File: src/rtl/if_fetch_stage_pkg.sv
// Shared definitions for the instruction-fetch stage: word width, bubble
// encoding, FSM state codes and the jump-target helper.
package if_fetch_stage_pkg;

  localparam int unsigned INST_W = 32;
  localparam logic [INST_W-1:0] NOP = '0;

  localparam logic [1:0] FILL = 2'd0;
  localparam logic [1:0] RUN  = 2'd1;
  localparam logic [1:0] HOLD = 2'd2;

  // Region bits come from the PC+4 of the jump itself, which is what IF/ID holds.
  function automatic logic [31:0] jump_target(input logic [31:0] pc_plus4,
                                              input logic [25:0] index);
    return {pc_plus4[31:28], index, 2'b00};
  endfunction

endpackage

File: src/rtl/if_fetch_stage_if.sv
// Decode/InstMem-facing bundle of the fetch stage; master is the fetch stage.
interface if_fetch_stage_if;
  import if_fetch_stage_pkg::*;

  logic              Stall;
  logic              Branch;
  logic [31:0]       BranchTarget;
  logic              Jump;
  logic [25:0]       JumpIndex;
  logic [INST_W-1:0] InstIn;
  logic [31:0]       Pc;
  logic [INST_W-1:0] IfIdInst;
  logic [31:0]       IfIdPcPlus4;
  logic              IfIdValid;
  logic              AddrErr;

  modport master (
    input  Stall, Branch, BranchTarget, Jump, JumpIndex, InstIn,
    output Pc, IfIdInst, IfIdPcPlus4, IfIdValid, AddrErr
  );

  modport slave (
    output Stall, Branch, BranchTarget, Jump, JumpIndex, InstIn,
    input  Pc, IfIdInst, IfIdPcPlus4, IfIdValid, AddrErr
  );

endinterface

File: src/rtl/if_fetch_stage_pc_next_mux.sv
// Next-PC selection: Jump > Branch > Stall > sequential, plus the
// misaligned-branch flag that only counts when Jump does not win.
module pc_next_mux
  import if_fetch_stage_pkg::*;
(
  input  logic [31:0] pc_i,
  input  logic [31:0] ifid_pc_plus4_i,
  input  logic [31:0] branch_target_i,
  input  logic [25:0] jump_index_i,
  input  logic        jump_i,
  input  logic        branch_i,
  input  logic        stall_i,
  output logic [31:0] pc_next_o,
  output logic [31:0] pc_plus4_o,
  output logic        redirect_o,
  output logic        misalign_o
);

  always_comb begin
    pc_plus4_o = pc_i + 32'd4;
    redirect_o = jump_i | branch_i;
    misalign_o = branch_i & ~jump_i & (|branch_target_i[1:0]);
    if (jump_i) begin
      pc_next_o = jump_target(ifid_pc_plus4_i, jump_index_i);
    end else if (branch_i) begin
      pc_next_o = {branch_target_i[31:2], 2'b00};
    end else if (stall_i) begin
      pc_next_o = pc_i;
    end else begin
      pc_next_o = pc_plus4_o;
    end
  end

endmodule

File: src/rtl/if_fetch_stage.sv
// Instruction-fetch stage: PC register, IF/ID pipeline register, FILL/RUN/HOLD
// control and sticky address-error flag.
module if_fetch_stage
  import if_fetch_stage_pkg::*;
#(
  parameter logic [31:0] RESET_PC   = 32'h0000_0000,
  parameter int unsigned IMEM_WORDS = 1024
) (
  input logic              Clk,
  input logic              Rst,
  if_fetch_stage_if.master bus
);

  localparam logic [32:0] IMEM_BYTES = 33'(IMEM_WORDS) * 33'd4;

  logic [1:0]        state_q, state_d;
  logic [31:0]       pc_q, pc_d;
  logic [INST_W-1:0] inst_q, inst_d;
  logic [31:0]       pp4_q, pp4_d;
  logic              valid_q, valid_d;
  logic              err_q, err_d;

  logic        stall_eff;
  logic [31:0] pc_plus4;
  logic        redirect;
  logic        misalign;
  logic        out_of_range;

  // The FILL cycle must load unconditionally, so Stall is masked there.
  assign stall_eff    = bus.Stall & (state_q != FILL);
  assign out_of_range = ({1'b0, pc_q} >= IMEM_BYTES);

  pc_next_mux u_pc_next_mux (
    .pc_i            (pc_q),
    .ifid_pc_plus4_i (pp4_q),
    .branch_target_i (bus.BranchTarget),
    .jump_index_i    (bus.JumpIndex),
    .jump_i          (bus.Jump),
    .branch_i        (bus.Branch),
    .stall_i         (stall_eff),
    .pc_next_o       (pc_d),
    .pc_plus4_o      (pc_plus4),
    .redirect_o      (redirect),
    .misalign_o      (misalign)
  );

  always_comb begin
    state_d = state_q;
    inst_d  = inst_q;
    pp4_d   = pp4_q;
    valid_d = valid_q;
    err_d   = err_q;
    if (redirect) begin
      inst_d  = NOP;
      valid_d = 1'b0;
      err_d   = err_q | misalign;
      state_d = RUN;
    end else if (stall_eff) begin
      state_d = HOLD;
    end else begin
      state_d = RUN;
      pp4_d   = pc_plus4;
      if (out_of_range) begin
        inst_d  = NOP;
        valid_d = 1'b0;
        err_d   = 1'b1;
      end else begin
        inst_d  = bus.InstIn;
        valid_d = 1'b1;
      end
    end
  end

  always_ff @(posedge Clk) begin
    if (Rst) begin
      state_q <= FILL;
      pc_q    <= RESET_PC;
      inst_q  <= NOP;
      pp4_q   <= '0;
      valid_q <= 1'b0;
      err_q   <= 1'b0;
    end else begin
      state_q <= state_d;
      pc_q    <= pc_d;
      inst_q  <= inst_d;
      pp4_q   <= pp4_d;
      valid_q <= valid_d;
      err_q   <= err_d;
    end
  end

  assign bus.Pc          = pc_q;
  assign bus.IfIdInst    = inst_q;
  assign bus.IfIdPcPlus4 = pp4_q;
  assign bus.IfIdValid   = valid_q;
  assign bus.AddrErr     = err_q;

endmodule

File: src/flat_wrapper.sv
// flat-port wrapper written by rule: the top's interface ports become plain ports
module if_fetch_stage_flat import if_fetch_stage_pkg::*;
#(
  parameter logic [31:0] RESET_PC   = 32'h0000_0000,
  parameter int unsigned IMEM_WORDS = 1024
)
  (Clk, Rst, bus_Stall, bus_Branch, bus_BranchTarget, bus_Jump, bus_JumpIndex, bus_InstIn, bus_Pc, bus_IfIdInst, bus_IfIdPcPlus4, bus_IfIdValid, bus_AddrErr);
  if_fetch_stage_if bus_i ();
  input logic Clk;
  input logic Rst;
  input wire logic [$bits(bus_i.Stall)-1:0] bus_Stall;
  input wire logic [$bits(bus_i.Branch)-1:0] bus_Branch;
  input wire logic [$bits(bus_i.BranchTarget)-1:0] bus_BranchTarget;
  input wire logic [$bits(bus_i.Jump)-1:0] bus_Jump;
  input wire logic [$bits(bus_i.JumpIndex)-1:0] bus_JumpIndex;
  input wire logic [$bits(bus_i.InstIn)-1:0] bus_InstIn;
  output wire logic [$bits(bus_i.Pc)-1:0] bus_Pc;
  output wire logic [$bits(bus_i.IfIdInst)-1:0] bus_IfIdInst;
  output wire logic [$bits(bus_i.IfIdPcPlus4)-1:0] bus_IfIdPcPlus4;
  output wire logic [$bits(bus_i.IfIdValid)-1:0] bus_IfIdValid;
  output wire logic [$bits(bus_i.AddrErr)-1:0] bus_AddrErr;
  assign bus_i.Stall = bus_Stall;
  assign bus_i.Branch = bus_Branch;
  assign bus_i.BranchTarget = bus_BranchTarget;
  assign bus_i.Jump = bus_Jump;
  assign bus_i.JumpIndex = bus_JumpIndex;
  assign bus_i.InstIn = bus_InstIn;
  assign bus_Pc = bus_i.Pc;
  assign bus_IfIdInst = bus_i.IfIdInst;
  assign bus_IfIdPcPlus4 = bus_i.IfIdPcPlus4;
  assign bus_IfIdValid = bus_i.IfIdValid;
  assign bus_AddrErr = bus_i.AddrErr;
  if_fetch_stage #(.RESET_PC(RESET_PC), .IMEM_WORDS(IMEM_WORDS)) u_core (.Clk(Clk), .Rst(Rst), .bus(bus_i));
endmodule
File: config.mk
export PLATFORM = sky130hd
export DESIGN_NAME = if_fetch_stage_flat
export DESIGN_NICKNAME = d
export VERILOG_FILES = /design/src/rtl/if_fetch_stage_pkg.sv /design/src/rtl/if_fetch_stage_if.sv /design/src/rtl/if_fetch_stage_pc_next_mux.sv /design/src/rtl/if_fetch_stage.sv /design/src/flat_wrapper.sv
export SDC_FILE = /design/constraint.sdc
export NUM_CORES = 1
export LEC_CHECK = 0
export BUFFER_PORTS_ARGS = -buffer_cell sky130_fd_sc_hd__buf_4
export CAP_MARGIN = 25
export CORE_UTILIZATION = 40
export DETAILED_ROUTE_END_ITERATION = 8
export PLACE_DENSITY = 0.74
export SLEW_MARGIN = 20
export SYNTH_ARGS = -nofsm -noshare
export SYNTH_HDL_FRONTEND = slang
export SYNTH_SLANG_ARGS = --single-unit
File: constraint.sdc
create_clock -name Clk -period 4.25 [get_ports Clk]
set_input_delay 0 -clock Clk [delete_from_list [all_inputs] [get_ports Clk]]
set_output_delay 0 -clock Clk [all_outputs]
set_load 0.1 [all_outputs]
# == Word level (Yosys, flattened, before mapping) ==
# Index checks and enable logic that the tools add are counted.
# op_classes
n_eq_ne,2
n_reduce_logical,7
order_cmp,1
bitwise,8
n_addsub,1
muxes,10
# ops
op,count
two-way mux 32 bit,4
"adder 32 x 3 -> 32 bit, second input constant",1
">= comparator 32 x 13 -> 1 bit, second input constant",1
two-way mux 1 bit,5
AND reduction 2 bit,2
nonzero test 2 bit,2
OR reduction 2 bit,2
AND 1 bit,3
"!= test 3 bit, second input constant",1
inverter 1 bit,3
OR reduction 3 bit,1
two-way mux 2 bit,1
"!= test 2 bit, second input constant",1
OR 1 bit,2
# totals
elab_cells,37
ff_bits,100
inputBits,95

# == Logic depth before layout (Yosys ltp) ==
# depth
word_depth,5
depth_mapped,7
depth_no_buf,6

# == Hierarchy ==
# A second synthesis with hierarchy kept.
# hier_totals
hier_cells,637
hier_area_um2,5352.6
# by_module_without_submodules
module,seq_area_each_um2,area_per_inst_um2,cells_per_inst,n_inst
if_fetch_stage,2001.9,3729.8,378,1
pc_next_mux,0.0,1622.8,259,1

# == Least setup slack after synthesis ==
# No wires, ideal clock.
# synth_path
kind,reg-to-reg
start,"register u_core.pc_q[5], in the netlist u_core.bus.Pc[5]"
end,"register u_core.pc_q[20], in the netlist u_core.bus.Pc[20]"
path_buffers,2
slack_ns,1.298
path_stages_with_launch,8
t_arrival_ns,2.823
setup_ns,0.130
required_ns,4.120
cell_sequence,dfxtp_1 > clkbuf_8 > nand4_4 > or4_4 > buf_6 > or4_1 > a21oi_1 > a211oi_1
# synth_between
elab_chain_cells,4
# synth_rtl
element,line_no,text
"start, declared",if_fetch_stage.sv:17,"logic [31:0] pc_q, pc_d;"
"start signal, assigned",if_fetch_stage.sv:84,pc_q <= pc_d;
adder 32 x 3 -> 32 bit,if_fetch_stage_pc_next_mux.sv:20,pc_plus4_o = pc_i + 32'd4;
two-way mux 32 bit,if_fetch_stage_pc_next_mux.sv:27,end else if (stall_i) begin
two-way mux 32 bit,if_fetch_stage_pc_next_mux.sv:25,end else if (branch_i) begin
two-way mux 32 bit,if_fetch_stage_pc_next_mux.sv:23,if (jump_i) begin
# Every way passes these cells. The select of a mux whose other input is x is not followed.
# A chain may end at the register's enable or synchronous reset.

# == Worst setup path after layout ==
# layout_path
start,"register u_core.pc_q[12], in the netlist u_core.bus.Pc[12]"
end,"register u_core.pp4_q[31], in the netlist u_core.bus.IfIdPcPlus4[31]"
# layout_between
elab_chain_cells,1
# layout_rtl
element,line_no,text
adder 32 x 3 -> 32 bit,if_fetch_stage_pc_next_mux.sv:20,
"end signal, assigned",if_fetch_stage.sv:86,pp4_q <= pp4_d;
"end, declared",if_fetch_stage.sv:19,"logic [31:0] pp4_q, pp4_d;"
# Every way passes these cells.

==> results.tsv <==
stage	metric	value	unit
global_routing	total overflow reported by the global router	0	
sta	clock skew	0.00783	ns
global_routing	Most Used Layer, Global Route	met2	
cts	CTS H-tree lvls	3	
global_routing	largest net degree at the start of global routing	63	
sta	number of hold-slack violations in the final timing report	0	
sta	peak clock frequency supported by timing	392	MHz
sta	Min Hold Slack	0.00118	ns
floorplanning	count of pins on the block boundary	193	
cells_and_area	area of combinational cells with multiple inputs	2340	um2
cells_and_area	number of fillers in the final layout	910	
placement	Placed Cells incl. Taps	798	
logic_synthesis	share of synthesized registers carrying an async set or reset	0	%
worst_setup_path	Critical Path RT	4.51	ns
cts	number of buffers created by CTS	9	
cells_and_area	share of final-layout standard cells stronger than drive strength 1	30.1	%
run_status	status	finished, final reports clean	
route	drt first-iter violations	319	
sta	Total Negative Setup Slacks	0	ns
power	power per standard cell area	370	nW/um2
cells_and_area	post-synthesis to final-layout area growth	50.3	%
sta	actual transition at the worst max-transition pin	0.996	ns
cts	number of clock sinks seen by CTS	96	
logic_synthesis	cell area after synthesis	4560	um2
placement	Detailed Place HPWL	10.5	mm
route	total iterations of the first detailed-routing run	8	
route	total via count after detailed routing	4812	
cells_and_area	final cell area excluding filler cells	6850	um2
route	DRT antenna net count	0	
power	peak ir drop on the vdd network	0.276	mV
global_routing	met2 track utilization from global routing	45.2	%
cells_and_area	Register Area	1920	um2
placement	Area after DPL	5930	um2
cells_and_area	nets@finish	825	
cts	clock transition at the registers of the reported paths	0.07	ns
logic_synthesis	post-synthesis area per instance	8.93	um2
floorplanning	placeable core region	11000	um2
power	reported leakage power	0.00279	uW
logic_synthesis	register bit total from synthesis	96	
global_routing	overall global routing resource usage	26.2	%
job	maximum capacitance violations	0	
logic_synthesis	sequential-to-total area share from yosys stat	42.2	%
logic_synthesis	most instantiated cells after synthesis	sky130_fd_sc_hd__dfxtp_1 (96), sky130_fd_sc_hd__nor2_1 (59), sky130_fd_sc_hd__a22o_1 (34), sky130_fd_sc_hd__a211oi_1 (33), sky130_fd_sc_hd__xnor2_1 (27)	
floorplanning	Die Y-Extent	109	um
logic_synthesis	leading cell type by number of instances after synthesis	sky130_fd_sc_hd__dfxtp_1	
sta	total of endpoints with negative setup slack in the final report	0	
route	Via density	5.52	
route	Post-route DRC	0	
global_routing	global-route wire length before repair	23.7	mm
cells_and_area	count of antenna diodes in the layout	0	
worst_setup_path	arrival time at the worst endpoint	2.80	ns
hold_path	classification of the worst-slack hold path	in2reg	
global_routing	number of antenna violations at the first check in global routing	0	
cells_and_area	non-filler instance count after layout	872	
worst_setup_path	CP endpoint kind	register	
logic_synthesis	most frequently used flop master after synthesis	sky130_fd_sc_hd__dfxtp_1	
worst_setup_path	Worst Path Class, Setup	reg2reg	
worst_setup_path	reg2reg path depth	5	
sta	shortest period the worst path allows	2.55	ns
global_routing	met1 Usage GRT	31.8	%
power	total power after layout	2530	uW
worst_setup_path	critical path startpoint category	register	
global_routing	met3 global-route usage	5.20	%
sta	final count of pins violating max slew	0	
logic_synthesis	largest area contributor in the synthesized netlist	sky130_fd_sc_hd__dfxtp_1	
placement	global placement routability congestion	0.913	
floorplanning	standard-cell row count	38	
cts	root buffer cell	sky130_fd_sc_hd__clkbuf_16	
route	total routed wirelength	15.4	mm
cts	Worst-Skew Late Latency	0.34	ns
floorplanning	Die X-Extent	109	um
hold_path	hold path cells	3	
worst_setup_path	critical-path maximum fanout	10	
sta	worst slew slack as a fraction of its limit	33.5	%
global_routing	number of global-route vias before repair	4661	
logic_synthesis	EDFF count, synth	0	
logic_synthesis	count of unique library cells instantiated by Yosys	54	
sta	setup repair after global routing missed its margin	false	
route	average wire per standard cell	17.7	um
cts	buffers from clock root to sink, at most	2	
floorplanning	initial core utilization	41.5	%
floorplanning	die footprint	11800	um2
logic_synthesis	Synth top area share	42.2	%
logic_synthesis	cell types occupying the most area after synthesis	sky130_fd_sc_hd__dfxtp_1 (42%), sky130_fd_sc_hd__a22o_1 (6.5%), sky130_fd_sc_hd__a211oi_1 (5.4%)	
placement	count of buffers from port buffering	188	
sta	Final period util	60.0	%
logic_synthesis	number of warnings reported in the yosys synthesis log	0	
logic_synthesis	number of instances in the synthesized netlist	510	
cts	TritonCTS clock tree	done	
[area by class of cell]
cell class | count | area share [%]
sequential | 96 | 28.1
clock inverter | 3 | 0.950
clock buffer | 12 | 3.75
timing repair buffer | 251 | 30.0
multi-input combinational | 361 | 34.2
tap | 140 | 2.56
inverter | 9 | 0.493
[metal layers]
layer	routed length, um	up-vias	share of wire (%)
met5	0	-	0
met4	320	0	2.1
met3	1120	24	7.3
met2	7550	228	49
met1	6410	2234	42
li1	-	2326	-
[final timing paths]
kind,slack [ns],from,end
worst min-delay path,0.001,bus_BranchTarget[12],u_core.bus.Pc[12]
worst min register to register,0.46,u_core.bus.IfIdPcPlus4[3],u_core.bus.IfIdPcPlus4[3]
worst max register to register,1.70,u_core.bus.Pc[12],u_core.bus.IfIdPcPlus4[31]
worst max-delay path,1.70,u_core.bus.Pc[12],u_core.bus.IfIdPcPlus4[31]
[kinds of logic after synthesis]
group                    count (synthesis)  share of synthesized area [%]
AND/OR/NAND/NOR                        172                           19.1
buffers and inverters                   56                           7.00
flip-flops                              96                           42.2
AO/OA/AOI/OAI                          140                           22.7
other                                    1                         0.0823
multiplexers                             2                          0.439
XOR/XNOR                                41                           7.88
adder cells (fa/ha/maj)                  2                          0.549
[what timing repair did]
action | in CTS | in global routing
hold buffers | 59 | 0
endpoints found under the setup margin | 0 | 0
endpoints found under the hold margin | 51 | 0
gates resized for setup | 0 | 0
setup buffers | 0 | 0
[registers in the layout, indices dropped and copies added, names as in the netlist]
| name | cells |
|---|---|
| u_core.bus.Pc | 30 |
| u_core.bus.IfIdInst | 32 |
| u_core.bus.AddrErr | 1 |
| u_core.state_q | 2 |
| u_core.bus.IfIdPcPlus4 | 30 |
| u_core.bus.IfIdValid | 1 |
[worst max-delay path: stages (launching register included)]
cell and delay [ns]:
sky130_fd_sc_hd__dfxtp_1 0.53, sky130_fd_sc_hd__nand4_1 0.37, sky130_fd_sc_hd__nor4_2 0.89, sky130_fd_sc_hd__nand4_1 0.24, sky130_fd_sc_hd__xor2_1 0.20, sky130_fd_sc_hd__a211oi_1 0.23
[cells in the final DEF (no fill, tap or decap), drive strengths merged, types with 2 or more instances in the layout]
cell type	netlist	layout
or4	6	6
or2	2	2
nand2	23	23
a211oi	34	34
o22ai	16	16
nand3	21	21
a21oi	16	16
a22oi	17	17
dfxtp	96	96
nor3	17	17
a222oi	2	2
inv	9	9
ha	2	2
o21ai	9	9
and4	3	3
and3	7	7
a2111oi	2	2
conb	1	4
mux2i	2	2
a22o	34	34
nor2	59	59
buf	16	192
clkbuf	30	12
dlygate4sd3	0	59
nand4	12	12
xor2	14	14
bufinv	0	2
o211ai	3	3
xnor2	27	27
nor4	16	16
[report_power, final]
part | leakage (uW) | internal, uW | switching, uW
registers | 0.000785 | 940 | 59.4
logic | 0.00184 | 206 | 445
clock network | 0.000159 | 544 | 338
[through the flow]
stage | utilization (%) | worst slack [ns]
2_1_floorplan | - | 1.30
3_3_place_gp | 53.8 | 1.89
3_5_place_dp | 54.0 | 1.73
4_1_cts | 62.3 | 1.74
5_1_grt | 62.3 | 1.49
6_report | 62.3 | 1.70
Power figures use the tool's default switching activity.
